`config.mk`:
```
export PLATFORM = sky130hd
export DESIGN_NAME = fetch_sequencer
export DESIGN_NICKNAME = d
export VERILOG_FILES = /design/src/rtl/fetch_pkg.sv /design/src/rtl/retire_counter.sv /design/src/rtl/fetch_sequencer.sv
export SDC_FILE = /design/constraint.sdc
export NUM_CORES = 1
export LEC_CHECK = 0
export CAP_MARGIN = 10
export CORE_MARGIN = 2
export CORE_UTILIZATION = 29
export CTS_CLUSTER_SIZE = 40
export DETAILED_ROUTE_END_ITERATION = 7
export SYNTH_ARGS = -nofsm -noshare
export SYNTH_HDL_FRONTEND = slang
export SYNTH_SLANG_ARGS = --single-unit
```
`constraint.sdc`:
```
create_clock -name clk -period 1.9 [get_ports clk]
set_input_delay 0.285 -clock clk [delete_from_list [all_inputs] [get_ports clk]]
set_output_delay 0.285 -clock clk [all_outputs]
set_load 0.03 [all_outputs]
```
`src/rtl/fetch_pkg.sv`:
```
// fetch_pkg: shared widths, FSM state encoding and program base addresses for the fetch sequencer.
package fetch_pkg;
    localparam int D = 10;
    localparam int A = 8;
    localparam int CW = 16;
    typedef enum logic [1:0] {IDLE, RUN, DONE} state_t;
    localparam logic [D-1:0] PROG_BASE [4] = '{10'd0, 10'd128, 10'd256, 10'd384};
endpackage

```
`src/rtl/retire_counter.sv`:
```
// retire_counter: saturating retired-instruction counter with synchronous clear and enable.
module retire_counter #(
    parameter int W = 16
) (
    input  logic         clk,
    input  logic         reset,
    input  logic         clear,
    input  logic         en,
    output logic [W-1:0] count
);
    always_ff @(posedge clk or posedge reset) begin
        if (reset) count <= '0;
        else if (clear) count <= '0;
        else if (en && !(&count)) count <= count + W'(1);
    end
endmodule

```
`src/rtl/fetch_sequencer.sv`:
```
// fetch_sequencer: owns the PC, runs a selected program from its base and reports completion/fault/retire count.
module fetch_sequencer
    import fetch_pkg::*;
(
    input  logic          clk,
    input  logic          reset,
    input  logic          start,
    input  logic [1:0]    prog_sel,
    input  logic          branch_taken,
    input  logic [A-1:0]  branch_idx,
    input  logic          halt,
    input  logic          stall,
    output logic [A-1:0]  lut_addr,
    output logic          lut_branch,
    input  logic [D-1:0]  lut_target,
    output logic [D-1:0]  pc,
    output logic          running,
    output logic          done,
    output logic          fault,
    output logic [CW-1:0] retire_cnt
);
    state_t state;
    logic   active;
    logic   accept;
    assign active     = (state == RUN) && !stall;
    assign accept     = (state == IDLE) && start;
    assign lut_addr   = branch_idx;
    assign lut_branch = active && branch_taken;
    assign running    = state == RUN;
    assign done       = state == DONE;
    always_ff @(posedge clk or posedge reset) begin
        if (reset) begin
            state <= IDLE;
            pc    <= '0;
            fault <= 1'b0;
        end else begin
            case (state)
                IDLE: if (start) begin
                    state <= RUN;
                    pc    <= PROG_BASE[prog_sel];
                    fault <= 1'b0;
                end
                RUN: if (!stall) begin
                    if (halt) state <= DONE;
                    else if (branch_taken) pc <= lut_target;
                    else begin
                        pc <= pc + D'(1);
                        // Falling off the top of the address space ends the run as a fault
                        if (&pc) begin
                            fault <= 1'b1;
                            state <= DONE;
                        end
                    end
                end
                default: if (!start) state <= IDLE;
            endcase
        end
    end
    retire_counter #(.W(CW)) u_retire (
        .clk   (clk),
        .reset (reset),
        .clear (accept),
        .en    (active),
        .count (retire_cnt)
    );
endmodule

```
==> Word level (Yosys, flattened, before mapping) <==
Index checks and enable logic that the tools add are counted.
{ "op_classes": {"add_sub_neg": 2, "magnitude_cmp": 1, "n_eq_ne": 10, "mux": 23, "bitwise_logic": 1, "reduce_logical": 14} }
{ "op_table": {"columns": ["op", "count"], "rows": [
  ["$mux W10", 6],
  ["$mux W16", 2],
  ["$bmux W10 S2", 1],
  ["$pmux W10 S2", 1],
  ["$add A16 B1 Y16 const B", 1],
  ["$reduce_and A16 Y1", 1],
  ["$mux W2", 6],
  ["$add A10 B1 Y10 const B", 1],
  ["$reduce_and A10 Y1", 1],
  ["$ne A2 B2 Y1 const B", 4],
  ["$reduce_and A6 Y1", 1],
  ["$mux W1", 5],
  ["$reduce_and A5 Y1", 1],
  ["$logic_and A1 B1 Y1", 4],
  ["$pmux W2 S2", 1],
  ["$reduce_and A4 Y1", 1],
  ["$reduce_bool A2 Y1", 2],
  ["$ge A3 B3 Y1 const B", 1],
  ["$ne A3 B1 Y1 const B", 1],
  ["$ne A3 B2 Y1 const B", 1],
  ["$ne A3 B3 Y1 const B", 1],
  ["$not A2 Y3", 1],
  ["$eq A2 B1 Y1 const B", 1],
  ["$eq A2 B2 Y1 const B", 1],
  ["other kinds (4)", 5]
]} }
{ "word_totals": {"regBits": 29, "out_inout_bits": 38} }

==> Longest topological paths before layout <==
{ "logic_depth": {"depth_word": 6, "ltp_mapped": 6, "depth_no_buf": 5} }

==> Cells and area by module <==
From an unflattened synthesis, not the netlist that was laid out.
{ "unflattened": {"hier_cells": 210, "hier_area_um2": 1830.5} }
{ "modules_own_cells": {"columns": ["module", "n_inst", "cells_per_inst", "area_per_inst_um2", "seq_area_each_um2"], "rows": [
  ["retire_counter", 1, 104, 922.1, 400.4],
  ["fetch_sequencer", 1, 106, 908.4, 325.3]
]} }

==> Least setup slack after synthesis <==
Ideal clock, no wire load.
{ "synth_timing": {"kind": "flip-flop to flip-flop", "start": "register state[1]", "end": "register u_retire.count[13]", "setup_ns": 0.077, "arrival_ns": 1.883, "t_required_ns": 1.823, "setup_slack_ns": -0.060, "stages_incl_launch_ff": 5, "n_path_buf": 0, "synth_period_minus_slack_ns": 1.960, "cell_sequence": "dfrtp_1 > or3b_1 > or4_4 > or4_1 > a21oi_1"} }
{ "synth_via": {"elab_chain_cells": 4, "word_cells_on_any_way": 7, "cone_classes": "eq/ne (1); mux (1); reduce/logical (5)"} }
{ "synth_rtl": {"columns": ["item", "line", "rtl"], "rows": [
  ["from (decl)", "fetch_sequencer.sv:22", "state_t state;"],
  ["from (signal assigned)", "fetch_sequencer.sv:33", "state <= IDLE;"],
  ["from (signal assigned)", "fetch_sequencer.sv:39", "state <= RUN;"],
  ["from (signal assigned)", "fetch_sequencer.sv:44", "if (halt) state <= DONE;"],
  ["$eq A2 B1 Y1", "fetch_sequencer.sv:25", "assign active = (state == RUN) && !stall;"],
  ["$logic_and A1 B1 Y1", "fetch_sequencer.sv:25", null],
  ["$logic_and A1 B1 Y1", "retire_counter.sv:14", "else if (en && !(&count)) count <= count + W'(1);"],
  ["$reduce_bool A2 Y1 (no source line)", null, null],
  ["to (signal assigned)", "retire_counter.sv:14", null],
  ["to (decl)", "retire_counter.sv:9", "output logic [W-1:0] count"]
]} }
Several ways; a longest one is shown, not always the timed one.
A chain may end at the register's enable or synchronous reset.

==> Worst setup path after layout <==
Ends and elaborated chain as after synthesis.

==> flow_metrics.tcl <==
set metrics [dict create \
    p_comb_frac 0.443 \
    final_nets 313 \
    finalClockSkew_ps 3.24 \
    htree_levels 2 \
    min_period_ps 1870 \
    intPower_w 0.00155 \
    synth-seq-area-share 0.405 \
    hpwl_mm 4.00 \
    place_congestion 0.843 \
    detail_route.wl_per_cell_um 14.9 \
    clock_path_buffers 2 \
    relSlewSlack 0.658 \
    dr.first_iter.drc_count 124 \
    synth_fa_ha_area_frac 0.0196 \
    power_density_mw_per_mm2 962 \
    vdd.ir_drop.worst_uv 596 \
    cts_made_buffers 5 \
    cpMostUsedCell "or4_4" \
    power_frac_seq 0.348 \
    ant_nets 0 \
    required_ps 2120 \
    syn_to_final_growth_pct 49.5 \
    r2r_start "state[1]$_DFFE_PP0P_" \
    dp.cells 348 \
    yosys.area_share.simple 0.291 \
    tns_ps 0 \
    hold_viol 0 \
    synthXorXnorAreaFrac 0 \
    period_share 0.986 \
    synth_area_leaders "dfrtp_1 41%, a21oi_1 6.1%, nand2_1 4.0%, o21ai_0 3.9%, nand3_1 3.6%" \
    slowest_delay_ps 430 \
    slew_viol_final 0 \
    synth_warnings 0 \
    drive_above_1_share 0.203 \
    r2r_cells 4 \
    drc_errors 0 \
    synth_compound_area_frac 0.195 \
    n_fill_cell 602 \
    avgSynthCellArea_um2 8.61 \
    place_worst_setup_slack_ps -290 \
    cp.arrival_ps 2090 \
    port_buffers 47 \
    cts_tree "built" \
    clkTransAtPathRegs_ps 60 \
    cap_violations 0 \
    regArea_um2 729 \
    via_count 1922 \
    max_freq_mhz 534 \
    die-area_mm2 0.00682 \
    p_total_w 0.00258 \
    rsz0062_at_grt "true" \
    syn_nets 236 \
    worstSetupStartpoint "state[1]$_DFFE_PP0P_" \
    crit_chain "or3b_4 -> or4_4 -> or4_4 -> a21oi_2" \
    switchingPower_w 0.00102 \
    cts-root-buf "clkbuf_8" \
    gr-total-overflow 0 \
    status "complete, no violations" \
    start_kind "flip-flop" \
    path_buf_inv 0 \
    critPathSlowestCell "or4_4" \
    final_common_cell "clkdlybuf4s50_1" \
    clockPowerShare 0.209 \
    switching_share 0.397 \
    synthesis.area_mm2 0.00179 \
    yosysTopAreaCellShare 0.405 \
    core_area_mm2 0.00596 \
    synth_mux_area_frac 0.0224 \
    clock_latency_ps 280 \
    rrSetupSlack_ps 30 \
    fin_cells 361 \
    multi_input_area_um2 962 \
    ioPinCount 64 \
    synth_top_family_by_area "simple AND/OR/NAND/NOR gates" \
    critPathKind "reg2reg" \
    grt_pass1_wl_mm 8.69 \
    grt_use_total 0.169 \
    grt_max_degree 15 \
    drt_first_pass_iters 4 \
    antenna_found_initial 0 \
    ys_seq_elements 29 \
    end_kind "flip-flop" \
    cellLeakagePower_nw 1.10 \
    hold_path.class "in2async" \
    die_w_um 82.6 \
    fin_ws_ps 26.7 \
    setup_viol 0 \
    synth_cell_type_count 38 \
    worstReg2RegEnd "u_retire.count[13]$_DFFE_PP0P_" \
    insertedDiodeCount 0 \
    worst_pin_slew_ps 513 \
    die_y_um 82.6 \
    num_rows 28 \
    syn_inst 208 \
    grt_pass1_vias 1838 \
    layout_common_cells "43 x clkdlybuf4s50_1, 36 x buf_4, 26 x dfrtp_1" \
    clock_sinks 29 \
    cp_top_family "simple AND/OR/NAND/NOR gates" \
    synth_top_area_cell "dfrtp_1" \
    whs_ps 335 \
    wirelength_mm 5.39 \
    vias_per_cell 5.32 \
    cp_max_fo 4 \
    start_util 0.301 \
]
how the worst max path moves through the flow:
stage / cells after the start / slack (ps) / end
detailed placement: 5 / -290 / u_retire.count[13]$_DFFE_PP0P_
floorplan: 5 / 1 / pc[8]$_DFFE_PP0P_
finish: 4 / 30 / u_retire.count[13]$_DFFE_PP0P_
CTS: 5 / 10 / u_retire.count[13]$_DFFE_PP0P_
global route: 4 / -20 / u_retire.count[13]$_DFFE_PP0P_
global placement: 5 / -240 / u_retire.count[13]$_DFFE_PP0P_
layer usage:
layer	vias up	wire length [um]	track usage	part of all wire
met5	-	0	0	0
met4	0	59	0.0525	0.011
met3	7	298	0.0457	0.055
met2	65	2600	0.281	0.48
met1	909	2430	0.212	0.45
li1	941	-	-	-
what timing repair did:
item	CTS	global route
gates cloned	0	1
endpoints found under the setup margin	2	7
gates resized for setup	2	8
pin swaps	0	1
setup buffers	0	4
hold buffers	0	0
synthesized netlist by cell type (all sizes together):
library cell   n
maj3           1
dfrtp         29
ha             2
o22ai          4
o41ai          2
nand2         19
or3b           1
a31o           1
and3           4
a21o           1
nor2           4
inv            9
o31a           2
nand2b         1
nand3b         1
nor2b          1
buf            8
nor4           6
or4b           1
or4            9
nand3         13
or3            3
and4           3
nor3b          4
nor3           7
o21ai         14
nand4          9
clkbuf         7
a21oi         22
a211o          1
or2            2
and2           2
mux2i          4
o31ai          8
o311ai         1
o21a           2
power by group through the flow:
| stage | registers [W] | clock network (W) | logic, W |
|---|---|---|---|
| 2_1_floorplan | 0.00110 | 0 | 0.000384 |
| 6_report | 0.000896 | 0.000539 | 0.00114 |
| 3_5_place_dp | 0.000901 | 0 | 0.00110 |
| 3_3_place_gp | 0.000901 | 0 | 0.00109 |
| 5_1_grt | 0.000922 | 0.000574 | 0.00124 |
| 4_1_cts | 0.000893 | 0.000550 | 0.00110 |
cells by family after synthesis:
| group | after synthesis |
|---|---|
| AOI/OAI and AO/OA | 58 |
| muxes | 4 |
| DFF | 29 |
| buffers and inverters | 24 |
| adders and majority gates | 3 |
| and+or+nand+nor | 90 |
through the flow:
step / utilization / instance area (um2)
after global placement: 0.422 / 2520
after floorplan: - / 1790
after CTS: 0.437 / 2600
after global routing: 0.449 / 2680
after detailed placement: 0.422 / 2520
final: 0.449 / 2680
layout make-up:
type / count / area share
clock buffer: 8 / 0.0337
timing repair buffer: 85 / 0.287
multi-input combinational: 155 / 0.360
tap: 75 / 0.0351
inverter: 9 / 0.0126
sequential: 29 / 0.273
flip-flops by register name (all words and copies together) (netlist names):
register and flops:
pc 10, u_retire.count 16, state 2, fault 1
No activity file was read; power rests on OpenSTA's default activity.
